$ cat src/rtl/cpu_pkg.sv
// Shared CPU constants: default widths, opcodes and fetch-state encoding.
`timescale 1ns/1ps
package cpu_pkg;

    localparam int CPU_PC_W = 8;
    localparam int CPU_IW   = 16;

    localparam logic [3:0] OPC_NOP   = 4'h0;
    localparam logic [3:0] OPC_LOAD  = 4'h1;
    localparam logic [3:0] OPC_ADD   = 4'h2;
    localparam logic [3:0] OPC_SUB   = 4'h3;
    localparam logic [3:0] OPC_AND   = 4'h4;
    localparam logic [3:0] OPC_OR    = 4'h5;
    localparam logic [3:0] OPC_STORE = 4'h8;
    localparam logic [3:0] OPC_JMP   = 4'h9;
    localparam logic [3:0] OPC_JZ    = 4'hA;
    localparam logic [3:0] OPC_HALT  = 4'hC;

    typedef enum logic [2:0] {
        FS_IDLE,
        FS_REQ,
        FS_WAIT,
        FS_HOLD,
        FS_HALT
    } fetch_state_e;

endpackage

$ cat src/rtl/instr_fetch.sv
// Non-prefetching instruction fetch unit driving a synchronous PROGRAM_RAM.
// Define INSTR_FETCH_HALT_EN to stop fetching after an OPC_HALT is consumed.
`timescale 1ns/1ps
module instr_fetch
    import cpu_pkg::*;
#(
    parameter int PC_W     = CPU_PC_W,
    parameter int IW       = CPU_IW,
    parameter int READ_LAT = 1
) (
    input  logic            clk,
    input  logic            aclr,
    input  logic            start,
    input  logic [PC_W-1:0] start_addr,
    input  logic            jmp_en,
    input  logic [PC_W-1:0] jmp_addr,
    output logic [PC_W-1:0] ram_addr,
    output logic            ram_rden,
    input  logic [IW-1:0]   ram_q,
    output logic [IW-1:0]   ir,
    output logic            ir_valid,
    input  logic            ir_ready,
    output logic [PC_W-1:0] pc,
    output logic            halted
);

    fetch_state_e    r_state;
    logic [PC_W-1:0] r_pc;
    logic [PC_W-1:0] r_addr;
    logic            r_rden;
    logic [IW-1:0]   r_ir;
    logic            r_ir_valid;
    logic [1:0]      r_wcnt;

    logic            w_active;
    logic            w_jmp;
    logic            w_hs;
    logic            w_last;
    logic            w_halt_hit;
    logic [PC_W-1:0] w_pc_inc;

    assign w_active = (r_state == FS_REQ) || (r_state == FS_WAIT) ||
                      (r_state == FS_HOLD);
    assign w_jmp    = jmp_en && w_active;
    assign w_hs     = (r_state == FS_HOLD) && r_ir_valid && ir_ready;
    assign w_last   = (r_wcnt == 2'(READ_LAT - 1));
    assign w_pc_inc = r_pc + PC_W'(1);

`ifdef INSTR_FETCH_HALT_EN
    assign w_halt_hit = (r_ir[IW-1 -: 4] == OPC_HALT);
    assign halted     = (r_state == FS_HALT);
`else
    assign w_halt_hit = 1'b0;
    assign halted     = 1'b0;
`endif

    // rden is a registered one-cycle pulse raised on every entry into REQ
    always_ff @(posedge clk or posedge aclr) begin
        if (aclr) begin
            r_state    <= FS_IDLE;
            r_pc       <= '0;
            r_addr     <= '0;
            r_rden     <= 1'b0;
            r_ir       <= '0;
            r_ir_valid <= 1'b0;
            r_wcnt     <= '0;
        end else begin
            r_rden <= 1'b0;
            if (w_jmp) begin
                r_pc       <= jmp_addr;
                r_addr     <= jmp_addr;
                r_rden     <= 1'b1;
                r_ir_valid <= 1'b0;
                r_state    <= FS_REQ;
            end else begin
                unique case (r_state)
                    FS_IDLE: begin
                        if (start) begin
                            r_pc    <= start_addr;
                            r_addr  <= start_addr;
                            r_rden  <= 1'b1;
                            r_state <= FS_REQ;
                        end
                    end
                    FS_REQ: begin
                        r_wcnt  <= '0;
                        r_state <= FS_WAIT;
                    end
                    FS_WAIT: begin
                        if (w_last) begin
                            r_ir       <= ram_q;
                            r_ir_valid <= 1'b1;
                            r_state    <= FS_HOLD;
                        end else begin
                            r_wcnt <= r_wcnt + 2'd1;
                        end
                    end
                    FS_HOLD: begin
                        if (w_hs && w_halt_hit) begin
                            r_ir_valid <= 1'b0;
                            r_state    <= FS_HALT;
                        end else if (w_hs) begin
                            r_ir_valid <= 1'b0;
                            r_pc       <= w_pc_inc;
                            r_addr     <= w_pc_inc;
                            r_rden     <= 1'b1;
                            r_state    <= FS_REQ;
                        end
                    end
                    FS_HALT: begin
                        if (start) begin
                            r_pc    <= start_addr;
                            r_addr  <= start_addr;
                            r_rden  <= 1'b1;
                            r_state <= FS_REQ;
                        end
                    end
                    default: r_state <= FS_IDLE;
                endcase
            end
        end
    end

    assign ram_addr = r_addr;
    assign ram_rden = r_rden;
    assign ir       = r_ir;
    assign ir_valid = r_ir_valid;
    assign pc       = r_pc;

endmodule
$ cat config.mk
export PLATFORM = sky130hd
export DESIGN_NAME = instr_fetch
export DESIGN_NICKNAME = d
export VERILOG_FILES = /design/src/rtl/cpu_pkg.sv /design/src/rtl/instr_fetch.sv
export SDC_FILE = /design/constraint.sdc
export NUM_CORES = 1
export LEC_CHECK = 0
export CORE_MARGIN = 1
export CORE_UTILIZATION = 36
export CTS_CLUSTER_DIAMETER = 60
export CTS_CLUSTER_SIZE = 10
export DETAILED_ROUTE_END_ITERATION = 8
export PLACE_DENSITY = 0.71
export SYNTH_ARGS = -nofsm -noshare
export SYNTH_HDL_FRONTEND = slang
export SYNTH_SLANG_ARGS = --single-unit
$ cat constraint.sdc
create_clock -name clk -period 3.6 [get_ports clk]
set_input_delay 0.72 -clock clk [delete_from_list [all_inputs] [get_ports clk]]
set_output_delay 0.72 -clock clk [all_outputs]
set_load 0.05 [all_outputs]
Word-level counts from Yosys, hierarchy flattened
Cells that the tools add are included.

storage, ports and cells
  register bits = 31
  latch bits = 0
  RAM bits = 0
  ROM bits = 0
  bits of input ports = 37
  output and inout port bits = 35
  word-level logic and storage cells = 52
  memories = 0

operators by class
  $add $sub $neg = 2
  $mul = 0
  divide/modulo/power cells = 0
  magnitude comparators = 0
  equality and inequality tests = 8
  shifts and indexed selects = 0
  muxes and demuxes = 19
  bitwise logic cells = 1
  reduce and logical (&&, ||, !) cells = 16

operators with widths
  operator                                                          count
  8-bit two-way mux                                                 3
  8-bit case mux with 2 select lines                                1
  3-bit AND reduction                                               5
  3-bit two-way mux                                                 4
  3-bit case mux with 4 select lines                                1
  8-bit by 1-bit adder with 8-bit output (second input constant)    1
  3-bit by 2-bit == test with 1-bit output (second input constant)  2
  1-bit two-way mux                                                 6
  3-bit != test (second input constant)                             2
  3-bit nonzero test                                                2
  1-bit case mux with 2 select lines                                2
  2-bit case mux with 2 select lines                                1
  3-bit by 1-bit == test with 1-bit output (second input constant)  1
  3-bit == test (second input constant)                             1
  1-bit logical AND                                                 3
  3-bit logical NOT                                                 1
  3-bit by 1-bit != test with 1-bit output (second input constant)  1
  2-bit by 1-bit adder with 2-bit output (second input constant)    1
  2-bit logical NOT                                                 1
  1-bit logical OR                                                  2
  2-bit two-way mux                                                 1
  2-bit != test (second input constant)                             1
  2-bit nonzero test                                                1
  2-bit OR reduction                                                1
  1-bit inverter                                                    1

Longest topological paths before layout
  depth in word-level cells = 6
  depth in mapped cells = 7
  depth with buffers taken out = 6

Least setup slack after synthesis
No wires, ideal clock.

  path kind = input -> register
  from = input port jmp_en
  to = register r_ir[0], in the netlist ir[0]
  arrival time = 1676 ps
  required time = 3475 ps
  path slack = 1799 ps
  cell stages on the path = 6
  path through = buf_4 nand2b_4 and3_1 buf_6 buf_6 mux2_2

on the way
  cells in the longest elaborated chain, start to end = 3

ends and longest elaborated chain
  item                                  RTL line           RTL
  start, declared                       instr_fetch.sv:15  input logic jmp_en,
  1-bit logical AND                     instr_fetch.sv:44  assign w_jmp = jmp_en && w_active;
  1-bit inverter (no source line)       n/a
  3-bit AND reduction (no source line)  n/a
  end signal, assigned                  instr_fetch.sv:91  r_ir <= ram_q;
  end, declared                         instr_fetch.sv:31  logic [IW-1:0] r_ir;

No other way between the ends.
A chain may end at the register's enable or synchronous reset.

Worst setup path in the final report
  from = register r_addr[0], in the netlist ram_addr[0]
  to = output port ram_addr[0]

RTL lines
  item                    RTL line            RTL
  start, declared         instr_fetch.sv:29   logic [PC_W-1:0] r_addr;
  start signal, assigned  instr_fetch.sv:71   r_addr <= jmp_addr;
  start signal, assigned  instr_fetch.sv:80   r_addr <= start_addr;
  start signal, assigned  instr_fetch.sv:105  r_addr <= w_pc_inc;
  end, declared           instr_fetch.sv:17   output logic [PC_W-1:0] ram_addr,

No word-level cell between the ends.

==> results.yml <==
cells_and_area:
  area_growth_pct: 45.0
  final_cell_mix: "clkdlybuf4s50_1, dfrtp_1, mux2_2, o21ai_0, inv_1"
  fin_nets: 270
  postLayoutCoreUtil_pct: 55.9
  final_common_cell: "clkdlybuf4s50_1"
  finalInstanceArea_sq_um: 2500
  antenna_cells: 0
  drive_above_1_share_pct: 15.4
floorplan:
  die-area_sq_um: 5070
  core-area_sq_um: 4470
  rows: 24
  die_y_microns: 71.2
  start_util_pct: 38.6
  die_w_microns: 71.2
  io_pins: 72
placement:
  gp_congestion: 0.814
  dp_slack_ns: 0.996
  dpl_cell_area_sq_um: 2390
  dp_hpwl_mm: 2.72
  io_buffers: 70
clocking:
  holdBufCountCts: 0
  clk_pin_slew_worst_paths_ns: 0.07
  root_buffer: "clkbuf_8"
  cts_max_level: 2
  post_cts_resized: 0
  numClockSinks: 30
  numCtsBuffers: 5
  cts_tree: "built"
  insertion_delay_ns: 0.28
  clockBufferDepth: 2
  post_cts_buffers: 0
sta:
  post-route-min-period_ns: 2.32
  fmaxAchievable_mhz: 431
  fin_skew_ns: 0.00611
  worstMarginPinSlew_ns: 0.712
  hold_viol: 0
  fin_hold_ws_ns: 0.505
  rsz0062_at_grt: "false"
  period_share_pct: 64.4
  final-setup-viol-count: 0
  tns_ns: 0
  final.setup.worst_slack_ns: 1.28
  slew_viol_final: 0
  maxSlewHeadroom_pct: 52.5
logic_synthesis:
  yosysUniqueCellTypes: 42
  muxShareOfSynthArea_pct: 12.8
  syn_area_sq_um: 1730
  synth-edff-count: 0
  synthArstFlopShare_pct: 100
  syn_nets: 206
  synth.avg_cell_area_sq_um: 10.6
  synthFlopType: "dfrtp_1"
  synth_cells: 163
  synth_fa_ha_area_share_pct: 4.35
  ys_seq_elements: 30
  yosys.area.top_type: "dfrtp_1"
  synth.top_cell.area_share_pct: 43.5
  synthSimpleGateAreaFrac_pct: 11.3
  synth_top_family_by_area: "compound AO/OA/AOI/OAI gates"
  synth_xor_area_share_pct: 1.52
  ys_seq_area_share_pct: 43.5
  synth_compound_area_share_pct: 16.9
  synth_area_leaders: "dfrtp_1, mux2_2, buf_4, ha_1, o21ai_0"
  yosys_warnings: 0
route:
  drt_iter0_markers: 67
  vias: 1412
  ant_nets: 0
  routed_wl_mm: 3.83
  routedWlPerCell_microns: 13.7
  drc: 9
  avgViaCountPerCell: 5.04
  dr.pass1.iters: 6
power:
  ir_drop_mv: 0.468
  cellLeakagePower_uw: 0.00105
  p_per_area_nw_per_um2: 1010
flow_run:
  maxCapViolCount: 0
worst_setup_path:
  slowest_delay_ns: 0.85
  arrival_ns: 1.60
  reg2reg_slack_ns: 1.28
  path_depth: 1
  cp_slowest_cell: "clkdlybuf4s50_1"
  cp_cell_sequence: "clkdlybuf4s50_1"
  cp_top_family: "buffers and inverters"
  crit_path_max_fanout: 8
  rr_worst_depth: 6
  crit_end: "ram_addr[0]"
  startpoint: "ram_addr[0]$_DFFE_PP0P_"
  reg2reg_to: "ir[14]$_DFFE_PP0P_"
  path_class: "flop to output pin"
  reg2reg_from: "r_state[0]$_DFFE_PP0P_"
  critPathRequiredTime_ns: 2.88
  worstSetupEndpointType: "output pin"
  start_kind: "flop"
  critical_path_buf_inv_count: 1
status:
  failed_checks: "DRC"
  status: "finished, violations left"
grt:
  track_usage_pct: 15.3
  grt_pass1_vias: 1219
  antenna_found_initial: 0
  grt_pass1_wl_mm: 5.92
  grt_start_max_net_pins: 31
  grt-ovfl-total: 0
min_path:
  worstHoldPathType: "flop to flop"
## stage by stage
stage | cells | power (uW)
2_1_floorplan | 163 | 1780
4_1_cts | 280 | 2550
3_3_place_gp | 272 | 2190
6_report | 280 | 2530
3_5_place_dp | 272 | 2210
5_1_grt | 280 | 2670
## how the worst min path moves through the flow
stage                                  to  cells past startpoint             startpoint
global placement       ir[15]$_DFFE_PP0P_                      1     ir[15]$_DFFE_PP0P_
global route            ir[5]$_DFFE_PP0P_                      1      ir[5]$_DFFE_PP0P_
CTS                    ir[11]$_DFFE_PP0P_                      1     ir[11]$_DFFE_PP0P_
detailed placement     ir[11]$_DFFE_PP0P_                      1     ir[11]$_DFFE_PP0P_
finish                  ir[1]$_DFFE_PP0P_                      1      ir[1]$_DFFE_PP0P_
floorplan           r_wcnt[1]$_DFFE_PP0P_                      1  r_wcnt[1]$_DFFE_PP0P_
## worst register-to-register path, delay by kind of cell, from the launching register on
kind	cells	cell delay [ns]
adders and majority gates	1	0.15
buffers and inverters	2	0.38
DFF	1	0.42
muxes	1	0.42
and+or+nand+nor	2	0.84
## final cells by class
class                   count  area [sq um]
clock buffers               5          68.8
clock inverters             3          40.0
fillers                   413          1970
inverters                  11          41.3
multi-input cells         106           812
flip-flops and latches     30           751
well taps                  52          65.1
repair buffers             73           723
## flip-flops by register name, indices dropped and copies added, names as in the netlist
name / cells
ir: 16
ram_rden: 1
r_wcnt: 2
ram_addr: 8
r_state: 2
ir_valid: 1
## synth_stat cells (2+ instances only)
| cell | n |
|---|---|
| inv_1 | 11 |
| o22ai_1 | 2 |
| a211oi_1 | 3 |
| ha_1 | 6 |
| nand3_1 | 3 |
| xnor2_1 | 3 |
| buf_4 | 12 |
| nor3_1 | 2 |
| nor2b_1 | 5 |
| nand2b_1 | 2 |
| mux2i_1 | 4 |
| dfrtp_1 | 30 |
| buf_6 | 2 |
| and3_1 | 4 |
| o21ai_0 | 14 |
| a22o_1 | 2 |
| nand2_1 | 7 |
| mux2_2 | 16 |
| a21oi_1 | 10 |
| a221oi_1 | 2 |
| and2_1 | 2 |
## logic make-up (layout without fill, tap and decap cells)
group / count (synthesis) / count (layout)
buf+inv: 27 / 92
compound gates: 44 / 44
other cells: 1 / 1
mux: 20 / 20
flops: 30 / 30
simple gates: 32 / 32
xor+xnor: 3 / 3
fa+ha+maj: 6 / 6
## per-layer routing
| layer | GRT usage [%] | wire length (microns) | up-vias |
|---|---|---|---|
| li1 | - | - | 701 |
| met5 | 0 | 0 | - |
| met4 | 5.33 | 37 | 0 |
| met3 | 5.77 | 366 | 4 |
| met1 | 19.7 | 1730 | 646 |
| met2 | 23.7 | 1700 | 61 |
## power breakdown
group          internal (uW)  switching [uW]  leakage (uW)
Clock                    203             128     0.0000579
Combinational            584             991      0.000632
Sequential               492             135      0.000362
Note: power is estimated with default switching activity, not from simulation.
